==> src/rtl/i2c_target_regs_if.sv <==
// Pin-level and fabric-side signals of the I2C register target.
// The slave modport is the target; master is the board/fabric side that drives the pins.
interface i2c_target_regs_if;
    logic       SCL_IN;
    logic       SDA_IN;
    logic       SDA_OE;
    logic [7:0] STATUS_IN;
    logic       REG_WR_PULSE;
    logic [2:0] REG_WR_IDX;
    logic [7:0] REG_WR_DATA;
    logic       BUSY;

    modport master (
        output SCL_IN, SDA_IN, STATUS_IN,
        input  SDA_OE, REG_WR_PULSE, REG_WR_IDX, REG_WR_DATA, BUSY
    );

    modport slave (
        input  SCL_IN, SDA_IN, STATUS_IN,
        output SDA_OE, REG_WR_PULSE, REG_WR_IDX, REG_WR_DATA, BUSY
    );
endinterface

==> src/rtl/i2c_target_regs.sv <==
// I2C target with an 8-entry byte register bank: pointer write, auto-increment
// burst write/read, register 7 reads live STATUS_IN and ignores writes.
module i2c_target_regs #(
    parameter logic [6:0] TARGET_ADDR = 7'h42
) (
    input  logic               FAB_CLK,
    input  logic               FAB_RESET,
    i2c_target_regs_if.slave   bus
);
    typedef enum logic [2:0] {
        IDLE, ADDR, ADDR_ACK, WR_BYTE, WR_ACK, RD_BYTE, RD_ACK, WAIT_STOP
    } state_t;

    state_t state_q, state_d;

    // [0],[1] synchronizer, [2] history; reset to the idle-high bus level
    logic [2:0] scl_sr, sda_sr;
    logic       rise_q, fall_q, start_q, stop_q;

    logic [2:0]       bit_cnt;
    logic [7:0]       shift;
    logic             rw_q, first_q, phase_q;
    logic [2:0]       ptr_q;
    logic [7:0][7:0]  regs_q;
    logic             oe_q, busy_q, pend_q, pulse_q;
    logic [2:0]       wr_idx_q;
    logic [7:0]       wr_data_q;

    logic       sda_h;
    logic [7:0] wbyte, rd_cur, rd_nxt;
    logic [2:0] ptr_inc;
    logic       addr_match;

    assign sda_h      = sda_sr[2];
    assign wbyte      = {shift[6:0], sda_h};
    assign ptr_inc    = ptr_q + 3'd1;
    assign addr_match = (shift[6:0] == TARGET_ADDR);
    assign rd_cur     = (ptr_q   == 3'd7) ? bus.STATUS_IN : regs_q[ptr_q];
    assign rd_nxt     = (ptr_inc == 3'd7) ? bus.STATUS_IN : regs_q[ptr_inc];

    // Events are registered so they are acted on one cycle after detection
    always_ff @(posedge FAB_CLK or posedge FAB_RESET) begin
        if (FAB_RESET) begin
            scl_sr  <= 3'b111;
            sda_sr  <= 3'b111;
            rise_q  <= 1'b0;
            fall_q  <= 1'b0;
            start_q <= 1'b0;
            stop_q  <= 1'b0;
        end else begin
            scl_sr  <= {scl_sr[1:0], bus.SCL_IN};
            sda_sr  <= {sda_sr[1:0], bus.SDA_IN};
            rise_q  <=  scl_sr[1] & ~scl_sr[2];
            fall_q  <= ~scl_sr[1] &  scl_sr[2];
            start_q <=  scl_sr[1] &  scl_sr[2] &  sda_sr[2] & ~sda_sr[1];
            stop_q  <=  scl_sr[1] &  scl_sr[2] & ~sda_sr[2] &  sda_sr[1];
        end
    end

    always_ff @(posedge FAB_CLK or posedge FAB_RESET) begin
        if (FAB_RESET) state_q <= IDLE;
        else           state_q <= state_d;
    end

    always_comb begin
        state_d = state_q;
        if (start_q)      state_d = ADDR;
        else if (stop_q)  state_d = IDLE;
        else begin
            case (state_q)
                ADDR:     if (rise_q && bit_cnt == 3'd7)
                              state_d = addr_match ? ADDR_ACK : WAIT_STOP;
                ADDR_ACK: if (fall_q && phase_q) state_d = rw_q ? RD_BYTE : WR_BYTE;
                WR_BYTE:  if (rise_q && bit_cnt == 3'd7) state_d = WR_ACK;
                WR_ACK:   if (fall_q && phase_q) state_d = WR_BYTE;
                RD_BYTE:  if (fall_q && phase_q && bit_cnt == 3'd7) state_d = RD_ACK;
                RD_ACK:   if (rise_q) state_d = sda_h ? WAIT_STOP : RD_BYTE;
                default:  state_d = state_q;
            endcase
        end
    end

    // phase_q: in ACK states, "ACK is being driven"; in RD_BYTE, "MSB already driven"
    always_ff @(posedge FAB_CLK or posedge FAB_RESET) begin
        if (FAB_RESET) begin
            bit_cnt   <= '0;
            shift     <= '0;
            rw_q      <= 1'b0;
            first_q   <= 1'b0;
            phase_q   <= 1'b0;
            ptr_q     <= '0;
            regs_q    <= '0;
            oe_q      <= 1'b0;
            busy_q    <= 1'b0;
            pend_q    <= 1'b0;
            pulse_q   <= 1'b0;
            wr_idx_q  <= '0;
            wr_data_q <= '0;
        end else begin
            pend_q  <= 1'b0;
            pulse_q <= pend_q;
            if (start_q) begin
                bit_cnt <= '0;
                oe_q    <= 1'b0;
                phase_q <= 1'b0;
            end else if (stop_q) begin
                oe_q    <= 1'b0;
                busy_q  <= 1'b0;
                phase_q <= 1'b0;
            end else begin
                case (state_q)
                    ADDR: if (rise_q) begin
                        shift   <= wbyte;
                        bit_cnt <= bit_cnt + 3'd1;
                        if (bit_cnt == 3'd7) begin
                            rw_q    <= sda_h;
                            phase_q <= 1'b0;
                            if (!addr_match) busy_q <= 1'b0;
                        end
                    end
                    ADDR_ACK: if (fall_q) begin
                        if (!phase_q) begin
                            oe_q    <= 1'b1;
                            phase_q <= 1'b1;
                            busy_q  <= 1'b1;
                        end else begin
                            bit_cnt <= '0;
                            if (rw_q) begin
                                shift   <= rd_cur;
                                oe_q    <= ~rd_cur[7];
                            end else begin
                                oe_q    <= 1'b0;
                                phase_q <= 1'b0;
                                first_q <= 1'b1;
                            end
                        end
                    end
                    WR_BYTE: if (rise_q) begin
                        shift   <= wbyte;
                        bit_cnt <= bit_cnt + 3'd1;
                        if (bit_cnt == 3'd7) begin
                            phase_q <= 1'b0;
                            if (first_q) begin
                                ptr_q   <= wbyte[2:0];
                                first_q <= 1'b0;
                            end else begin
                                if (ptr_q != 3'd7) begin
                                    regs_q[ptr_q] <= wbyte;
                                    wr_idx_q      <= ptr_q;
                                    wr_data_q     <= wbyte;
                                    pend_q        <= 1'b1;
                                end
                                ptr_q <= ptr_inc;
                            end
                        end
                    end
                    WR_ACK: if (fall_q) begin
                        oe_q    <= ~phase_q;
                        phase_q <= ~phase_q;
                        bit_cnt <= '0;
                    end
                    RD_BYTE: if (fall_q) begin
                        if (!phase_q) begin
                            oe_q    <= ~shift[7];
                            phase_q <= 1'b1;
                            bit_cnt <= '0;
                        end else if (bit_cnt == 3'd7) begin
                            oe_q    <= 1'b0;
                            phase_q <= 1'b0;
                        end else begin
                            shift   <= {shift[6:0], 1'b0};
                            oe_q    <= ~shift[6];
                            bit_cnt <= bit_cnt + 3'd1;
                        end
                    end
                    RD_ACK: if (rise_q) begin
                        if (!sda_h) begin
                            ptr_q   <= ptr_inc;
                            shift   <= rd_nxt;
                            phase_q <= 1'b0;
                        end else begin
                            busy_q  <= 1'b0;
                        end
                    end
                    default: ;
                endcase
            end
        end
    end

    always_comb begin
        bus.SDA_OE       = oe_q;
        bus.BUSY         = busy_q;
        bus.REG_WR_PULSE = pulse_q;
        bus.REG_WR_IDX   = wr_idx_q;
        bus.REG_WR_DATA  = wr_data_q;
    end
endmodule

==> src/flat_wrapper.sv <==
// flat-port wrapper written by rule: the top's interface ports become plain ports
module i2c_target_regs_flat 
#(
    parameter logic [6:0] TARGET_ADDR = 7'h42
)
  (FAB_CLK, FAB_RESET, bus_SCL_IN, bus_SDA_IN, bus_STATUS_IN, bus_SDA_OE, bus_REG_WR_PULSE, bus_REG_WR_IDX, bus_REG_WR_DATA, bus_BUSY);
  i2c_target_regs_if bus_i ();
  input  logic FAB_CLK;
  input  logic FAB_RESET;
  input wire logic [$bits(bus_i.SCL_IN)-1:0] bus_SCL_IN;
  input wire logic [$bits(bus_i.SDA_IN)-1:0] bus_SDA_IN;
  input wire logic [$bits(bus_i.STATUS_IN)-1:0] bus_STATUS_IN;
  output wire logic [$bits(bus_i.SDA_OE)-1:0] bus_SDA_OE;
  output wire logic [$bits(bus_i.REG_WR_PULSE)-1:0] bus_REG_WR_PULSE;
  output wire logic [$bits(bus_i.REG_WR_IDX)-1:0] bus_REG_WR_IDX;
  output wire logic [$bits(bus_i.REG_WR_DATA)-1:0] bus_REG_WR_DATA;
  output wire logic [$bits(bus_i.BUSY)-1:0] bus_BUSY;
  assign bus_i.SCL_IN = bus_SCL_IN;
  assign bus_i.SDA_IN = bus_SDA_IN;
  assign bus_i.STATUS_IN = bus_STATUS_IN;
  assign bus_SDA_OE = bus_i.SDA_OE;
  assign bus_REG_WR_PULSE = bus_i.REG_WR_PULSE;
  assign bus_REG_WR_IDX = bus_i.REG_WR_IDX;
  assign bus_REG_WR_DATA = bus_i.REG_WR_DATA;
  assign bus_BUSY = bus_i.BUSY;
  i2c_target_regs #(.TARGET_ADDR(TARGET_ADDR)) u_core (.FAB_CLK(FAB_CLK), .FAB_RESET(FAB_RESET), .bus(bus_i));
endmodule
==> config.mk <==
export PLATFORM = sky130hd
export DESIGN_NAME = i2c_target_regs_flat
export DESIGN_NICKNAME = d
export VERILOG_FILES = /design/src/rtl/i2c_target_regs_if.sv /design/src/rtl/i2c_target_regs.sv /design/src/flat_wrapper.sv
export SDC_FILE = /design/constraint.sdc
export NUM_CORES = 1
export LEC_CHECK = 0
export BUFFER_PORTS_ARGS = -buffer_cell sky130_fd_sc_hd__buf_2
export CAP_MARGIN = 30
export CELL_PAD_IN_SITES_DETAIL_PLACEMENT = 0
export CELL_PAD_IN_SITES_GLOBAL_PLACEMENT = 2
export CORE_MARGIN = 2
export CORE_UTILIZATION = 35
export CTS_BUF_LIST = sky130_fd_sc_hd__clkbuf_4 sky130_fd_sc_hd__clkbuf_8 sky130_fd_sc_hd__clkbuf_16
export DETAILED_ROUTE_END_ITERATION = 7
export GPL_ROUTABILITY_DRIVEN = 0
export PLACE_DENSITY_LB_ADDON = 0.2
export SLEW_MARGIN = 20
export SYNTH_ARGS = -nofsm -noshare
export SYNTH_HDL_FRONTEND = slang
export SYNTH_SLANG_ARGS = --single-unit
export TNS_END_PERCENT = 30
==> constraint.sdc <==
create_clock -name FAB_CLK -period 3.7 [get_ports FAB_CLK]
set_input_delay 0.74 -clock FAB_CLK [delete_from_list [all_inputs] [get_ports FAB_CLK]]
set_output_delay 0.74 -clock FAB_CLK [all_outputs]
set_load 0.01 [all_outputs]
* Word-level counts from Yosys, hierarchy flattened *
Index checks and enable logic that the tools add are counted.

cells by class
  magnitude comparators = 3
  add/subtract/negate cells = 2
  bitwise operators = 18
  multiplexer cells = 90
  reduce and logical (&&, ||, !) cells = 23
  eq/ne operators = 49

operators by type and width
  operator              count
  $mux W8               14
  $mux W3               24
  $bwmux W64            1
  $bmux W8 S3           2
  $ne A4 B1 Y1 const B  11
  $mux W1               39
  $pmux W8 S4           1
  $ne A3 B1 Y1 const B  10
  $demux W8 S3          1
  $reduce_and A8 Y1     3
  $reduce_and A7 Y1     3
  $ne A2 B1 Y1 const B  10
  $eq A3 B3 Y1 const B  6
  $pmux W3 S6           1
  $pmux W3 S4           1
  $reduce_and A12 Y1    1
  $not A1 Y1            11
  $reduce_bool A5 Y1    2
  $reduce_and A9 Y1     1
  $lt A3 B4 Y1 const B  2
  $reduce_bool A4 Y1    2
  $reduce_bool A8 Y1    1
  $and A1 B1 Y1         7
  $eq A7 B7 Y1 const B  1
  20 further kinds      30

word-level totals
  output and inout port bits = 14
  bits in registers = 109
  bits of input ports = 12
  logic and storage cells = 212

* Logic depth before layout (Yosys ltp) *
  depth after elaboration = 10
  depth in mapped cells = 10
  gate-level depth less buffers = 8

* Worst setup path before layout *
OpenSTA, ideal clock, no wires.

  kind = register -> register
  from = reg u_core.start_q
  to = reg u_core.regs_q[0] (netlist bit)
  path buffers = 3
  path slack = 1.207 ns
  setup time = 0.125 ns
  data required time = 3.575 ns
  arrival = 2.368 ns
  cell stages (with the launch flop) = 8
  clock period less this slack = 2.493 ns
  path through = dfrtp_1 -> buf_6 -> or3b_4 -> or4_4 -> buf_6 -> or4_4 -> buf_6 -> mux2_4

on the way
  word-level cells in the longest chain between the ends = 2

RTL lines
  item                                RTL line                source
  start, declared                     i2c_target_regs.sv:18   logic rise_q, fall_q, start_q, stop_q;
  start signal, assigned              i2c_target_regs.sv:55   start_q <= scl_sr[1] & scl_sr[2] & sda_sr[2] & ~sda_sr[1];
  $not A1 Y1 (no source line)         --
  $reduce_and A7 Y1 (no source line)  --
  end signal, assigned by index       i2c_target_regs.sv:148  regs_q[ptr_q] <= wbyte;
  end, declared                       i2c_target_regs.sv:24   logic [7:0][7:0] regs_q;

Every way passes these cells.
A chain may end at the register's enable or synchronous reset.

* Final worst setup path *
  from = reg u_core.ptr_q[0]
  to = reg u_core.shift[0]

on the way
  word-level cells in the longest chain between the ends = 7
  elaborated cells between the ends (all ways) = 15
  those cells by class = 1 x add/sub; 2 x eq/ne; 12 x mux

RTL lines
  item                                                 RTL line                                        source
  start, declared                                      i2c_target_regs.sv:23                           logic [2:0] ptr_q;
  start signal, assigned                               i2c_target_regs.sv:144                          ptr_q <= wbyte[2:0];
  start signal, assigned                               i2c_target_regs.sv:153                          ptr_q <= ptr_inc;
  start signal, assigned                               i2c_target_regs.sv:178                          ptr_q <= ptr_inc;
  $add A3 B1 Y3 / $bmux W8 S3 (equally long branches)  i2c_target_regs.sv:36, i2c_target_regs.sv:38
  $bmux W8 S3 / $mux W8 (equally long branches)        i2c_target_regs.sv:39, i2c_target_regs.sv:38
  $mux W8 (on tied branches)                           i2c_target_regs.sv:39, i2c_target_regs.sv:38
  $mux W8 (on tied branches)                           i2c_target_regs.sv:39, i2c_target_regs.sv:128
  $mux W8 (on tied branches)                           i2c_target_regs.sv:177, i2c_target_regs.sv:122
  $mux W8 (on tied branches)                           i2c_target_regs.sv:176, i2c_target_regs.sv:121
  $pmux W8 S4 *                                        i2c_target_regs.sv:111                          case (state_q)
  end signal, assigned                                 i2c_target_regs.sv:113                          shift <= wbyte;
  end signal, assigned                                 i2c_target_regs.sv:171                          shift <= {shift[6:0], 1'b0};
  end signal, assigned                                 i2c_target_regs.sv:179                          shift <= rd_nxt;
  end, declared                                        i2c_target_regs.sv:21                           logic [7:0] shift;

Every way passes the cells marked *; elsewhere a longest branch is shown, timed or not. The select of a mux whose other input is x is not followed.

==> qor.csv <==
stage;metric;value;unit
power;switching power of the nets;0.818;mW
critical_path;Critical Path AT;3.44;ns
final_layout;fill count;1619;
timing;Final Hold Viols;0;
logic_synthesis;syn_nets;553;
power;Total Power;2.76;mW
power;Static Leak;2.94;nW
timing;RSZ-0062 raised after global routing;no;
logic_synthesis;Synth Instances;535;
placement;Place WS;0.553;ns
logic_synthesis;share of the yosys chip area belonging to registers;0.455;
critical_path;worst-path cell chain;buf_4, inv_1, ha_1, nor2b_1, buf_4, a22oi_1, o211ai_1, o311ai_0, mux2_2;
timing;clock skew;0.0107;ns
global_route;largest net degree at the start of global routing;56;
timing;Final TNS setup;0;ns
global_route;vias in the first global route;4378;
timing;min Tclk post-route;3.20;ns
placement;port bufs;25;
power;switching part of the total;0.297;
routing;via count;4341;
routing;DR iter-0 viols;355;
global_route;initial antenna violation count;0;
routing;vias per cell;5.64;
global_route;global-route wire length before repair;26800;um
floorplan;Initial Util;0.360;
floorplan;core area;16700;um2
logic_synthesis;Synth cell types;60;
power;Clock power frac;0.368;
logic_synthesis;Mapped Area;6020;um2
critical_path;crit-path max cell delay;0.56;ns
run;Max Cap Violations;0;
clock_tree;clock buffer depth;2;
routing;WL per Instance;22.0;um
global_route;GRT overflow;0;
logic_synthesis;Synth Flop Type;dfrtp_1;
timing;Slew HR;0.456;
floorplan;die area;18300;um2
power;PD cells;413;nW/um2
critical_path;CP max FO;43;
status;outcome;finished clean;
timing;hold slack;0.357;ns
timing;worst-margin pin slew;0.810;ns
power;sequential power share;0.506;
routing;Detailed Route WL;16900;um
timing;final setup fails;0;
clock_tree;TritonCTS Buffers;9;
critical_path;CP Launch Type;flop;
clock_tree;CTS resizes;0;
final_layout;Layout area overhead;10.9;%
min_path;worst hold path class;flop to flop;
critical_path;kind of critical path;flop to flop;
logic_synthesis;Post-synth ARST share;1.00;
final_layout;share of cells above drive strength 1;0.282;
timing;fmax;313;MHz
logic_synthesis;Yosys Warn Count;0;
power;Internal Power;1.94;mW
clock_tree;hold_buf cts;0;
critical_path;CP endpoint kind;flop;
clock_tree;Clock transition at path regs;0.07;ns
floorplan;# IOs;26;
final_layout;area occupied by multi-input gates;3010;um2
floorplan;Die Y;135;um
timing;worst setup margin;0.504;ns
floorplan;# rows;47;
logic_synthesis;Mean Syn Cell Area;11.2;um2
final_layout;fin util;0.400;
clock_tree;post-CTS setup buffers;0;
critical_path;slowest CP cell;buf_4;
power;combinational share of power;0.126;
clock_tree;CTS sink cnt;109;
clock_tree;CTS root buffer;clkbuf_16;
logic_synthesis;Seq cells post-synth;109;
routing;DRC violations left;0;
power;worst vdd ir;0.214;mV
final_layout;diode count;0;
timing;Tcrit/Tclk final;0.864;
routing;ANT nets after route;0;
clock_tree;CTS tree;built;
routing;DR pass1 iterations;5;
timing;Final Slew Violations;0;
logic_synthesis;EDFF count, synth;0;
critical_path;Crit path top cell by count;buf_4;
global_route;gr usage total;0.194;
floorplan;chip width;135;um
final_layout;Layout Nets;563;
final_layout;Reg area;2740;um2
critical_path;CP Data Required Time;3.94;ns
clock_tree;Skew-Pair Late Insertion Delay;0.36;ns
placement;HPWL after detailed placement;11400;um
clock_tree;Clock H-tree levels;3;
-- power by group through the flow --
stage / Sequential (mW) / Clock (mW) / Combinational, mW
floorplan: 1.31 / 0 / 0.294
global placement: 1.41 / 0 / 0.349
detailed placement: 1.42 / 0 / 0.347
CTS: 1.40 / 1.04 / 0.349
global route: 1.41 / 1.10 / 0.384
finish: 1.39 / 1.01 / 0.348
-- layout by cell type (no fill, tap or decap), types with 5 or more instances in the layout --
cell       instances
nor2_1            19
ha_1               6
nand3_1            5
mux2i_1           38
mux2_4            15
inv_1             14
o211ai_1          17
mux4_2            16
buf_4             18
nand2_1           53
dfstp_2            6
nand2b_1           6
nor3_1             6
mux2_2            44
dfrtp_1          102
a221oi_1           5
o21ai_0           29
clkbuf_16          9
nor2b_1           12
buf_2             25
nand3b_1           5
a21oi_1            8
a22oi_1           13
a32oi_1            6
-- Yosys cell counts (7+ instances only) --
library cell | number | area share
dfrtp_1 | 103 | 0.43
nand2_1 | 53 | 0.033
mux2_2 | 44 | 0.082
mux2i_1 | 38 | 0.063
clkbuf_1 | 29 | 0.018
o21ai_0 | 29 | 0.024
nor2_1 | 19 | 0.012
o211ai_1 | 17 | 0.021
mux4_2 | 16 | 0.060
inv_1 | 15 | 0.0094
mux2_4 | 15 | 0.037
a22oi_1 | 13 | 0.016
nor2b_1 | 12 | 0.012
a21oi_1 | 8 | 0.0067
buf_1 | 7 | 0.0044
-- critical path, delay by kind of cell (launching register included) --
kind,cells,cell delay (ns)
AO/OA/AOI/OAI,3,0.36
adder cells (fa/ha/maj),1,0.50
buffers and inverters,3,1.09
flip-flops,1,0.36
multiplexers,1,0.30
AND/OR/NAND/NOR,1,0.46
-- cell families after synthesis --
| family | after synthesis | share of synthesized area |
|---|---|---|
| fa+ha+maj | 6 | 0.0125 |
| simple gates | 131 | 0.114 |
| mux | 113 | 0.243 |
| compound gates | 115 | 0.132 |
| flops | 109 | 0.455 |
| buf+inv | 61 | 0.0445 |
-- path summary, 6_finish.rpt --
path                                   from                 to  slack, ns  depth (start not counted)
setup / recovery            u_core.ptr_q[0]    u_core.shift[0]       0.50                          9
hold / removal             u_core.scl_sr[0]   u_core.scl_sr[1]       0.36                          0
setup reg to reg            u_core.ptr_q[0]    u_core.shift[0]       0.50                          9
hold reg to reg            u_core.scl_sr[0]   u_core.scl_sr[1]       0.36                          0
max in group asynchronous         FAB_RESET     u_core.start_q       2.49                          3
min in group asynchronous         FAB_RESET  u_core.regs_q[48]       0.49                          2
-- stage by stage --
| step | cell area [um2] | std cells |
|---|---|---|
| CTS | 6670 | 770 |
| detailed placement | 6370 | 754 |
| floorplan | 6020 | 535 |
| global route | 6670 | 770 |
| global placement | 6370 | 754 |
| finish | 6670 | 770 |
-- routing by layer --
metal / GRT usage / up-vias / share of wire
met3: 0.0312 / 20 / 0.053
met5: 0 / - / 0
li1: - / 1991 / -
met1: 0.289 / 2201 / 0.48
met2: 0.289 / 129 / 0.45
met4: 0.0613 / 0 / 0.017
-- layout make-up --
| class | instances | share of cell area |
|---|---|---|
| clock buffer | 11 | 0.0369 |
| multi-input combinational | 365 | 0.452 |
| tap | 220 | 0.0413 |
| clock inverter | 5 | 0.00881 |
| inverter | 16 | 0.00938 |
| timing repair buffer | 44 | 0.0420 |
| sequential | 109 | 0.410 |
-- state kept, by name (all words and copies together), names as in the netlist, 3 cells and up --
name                    flops
u_core.sda_sr               3
u_core.state_q              3
u_core.scl_sr               3
u_core.bus.REG_WR_IDX       3
u_core.shift                8
u_core.bus.REG_WR_DATA      8
u_core.bit_cnt              3
u_core.regs_q              64
u_core.ptr_q                3
Power figures use the tool's default switching activity.
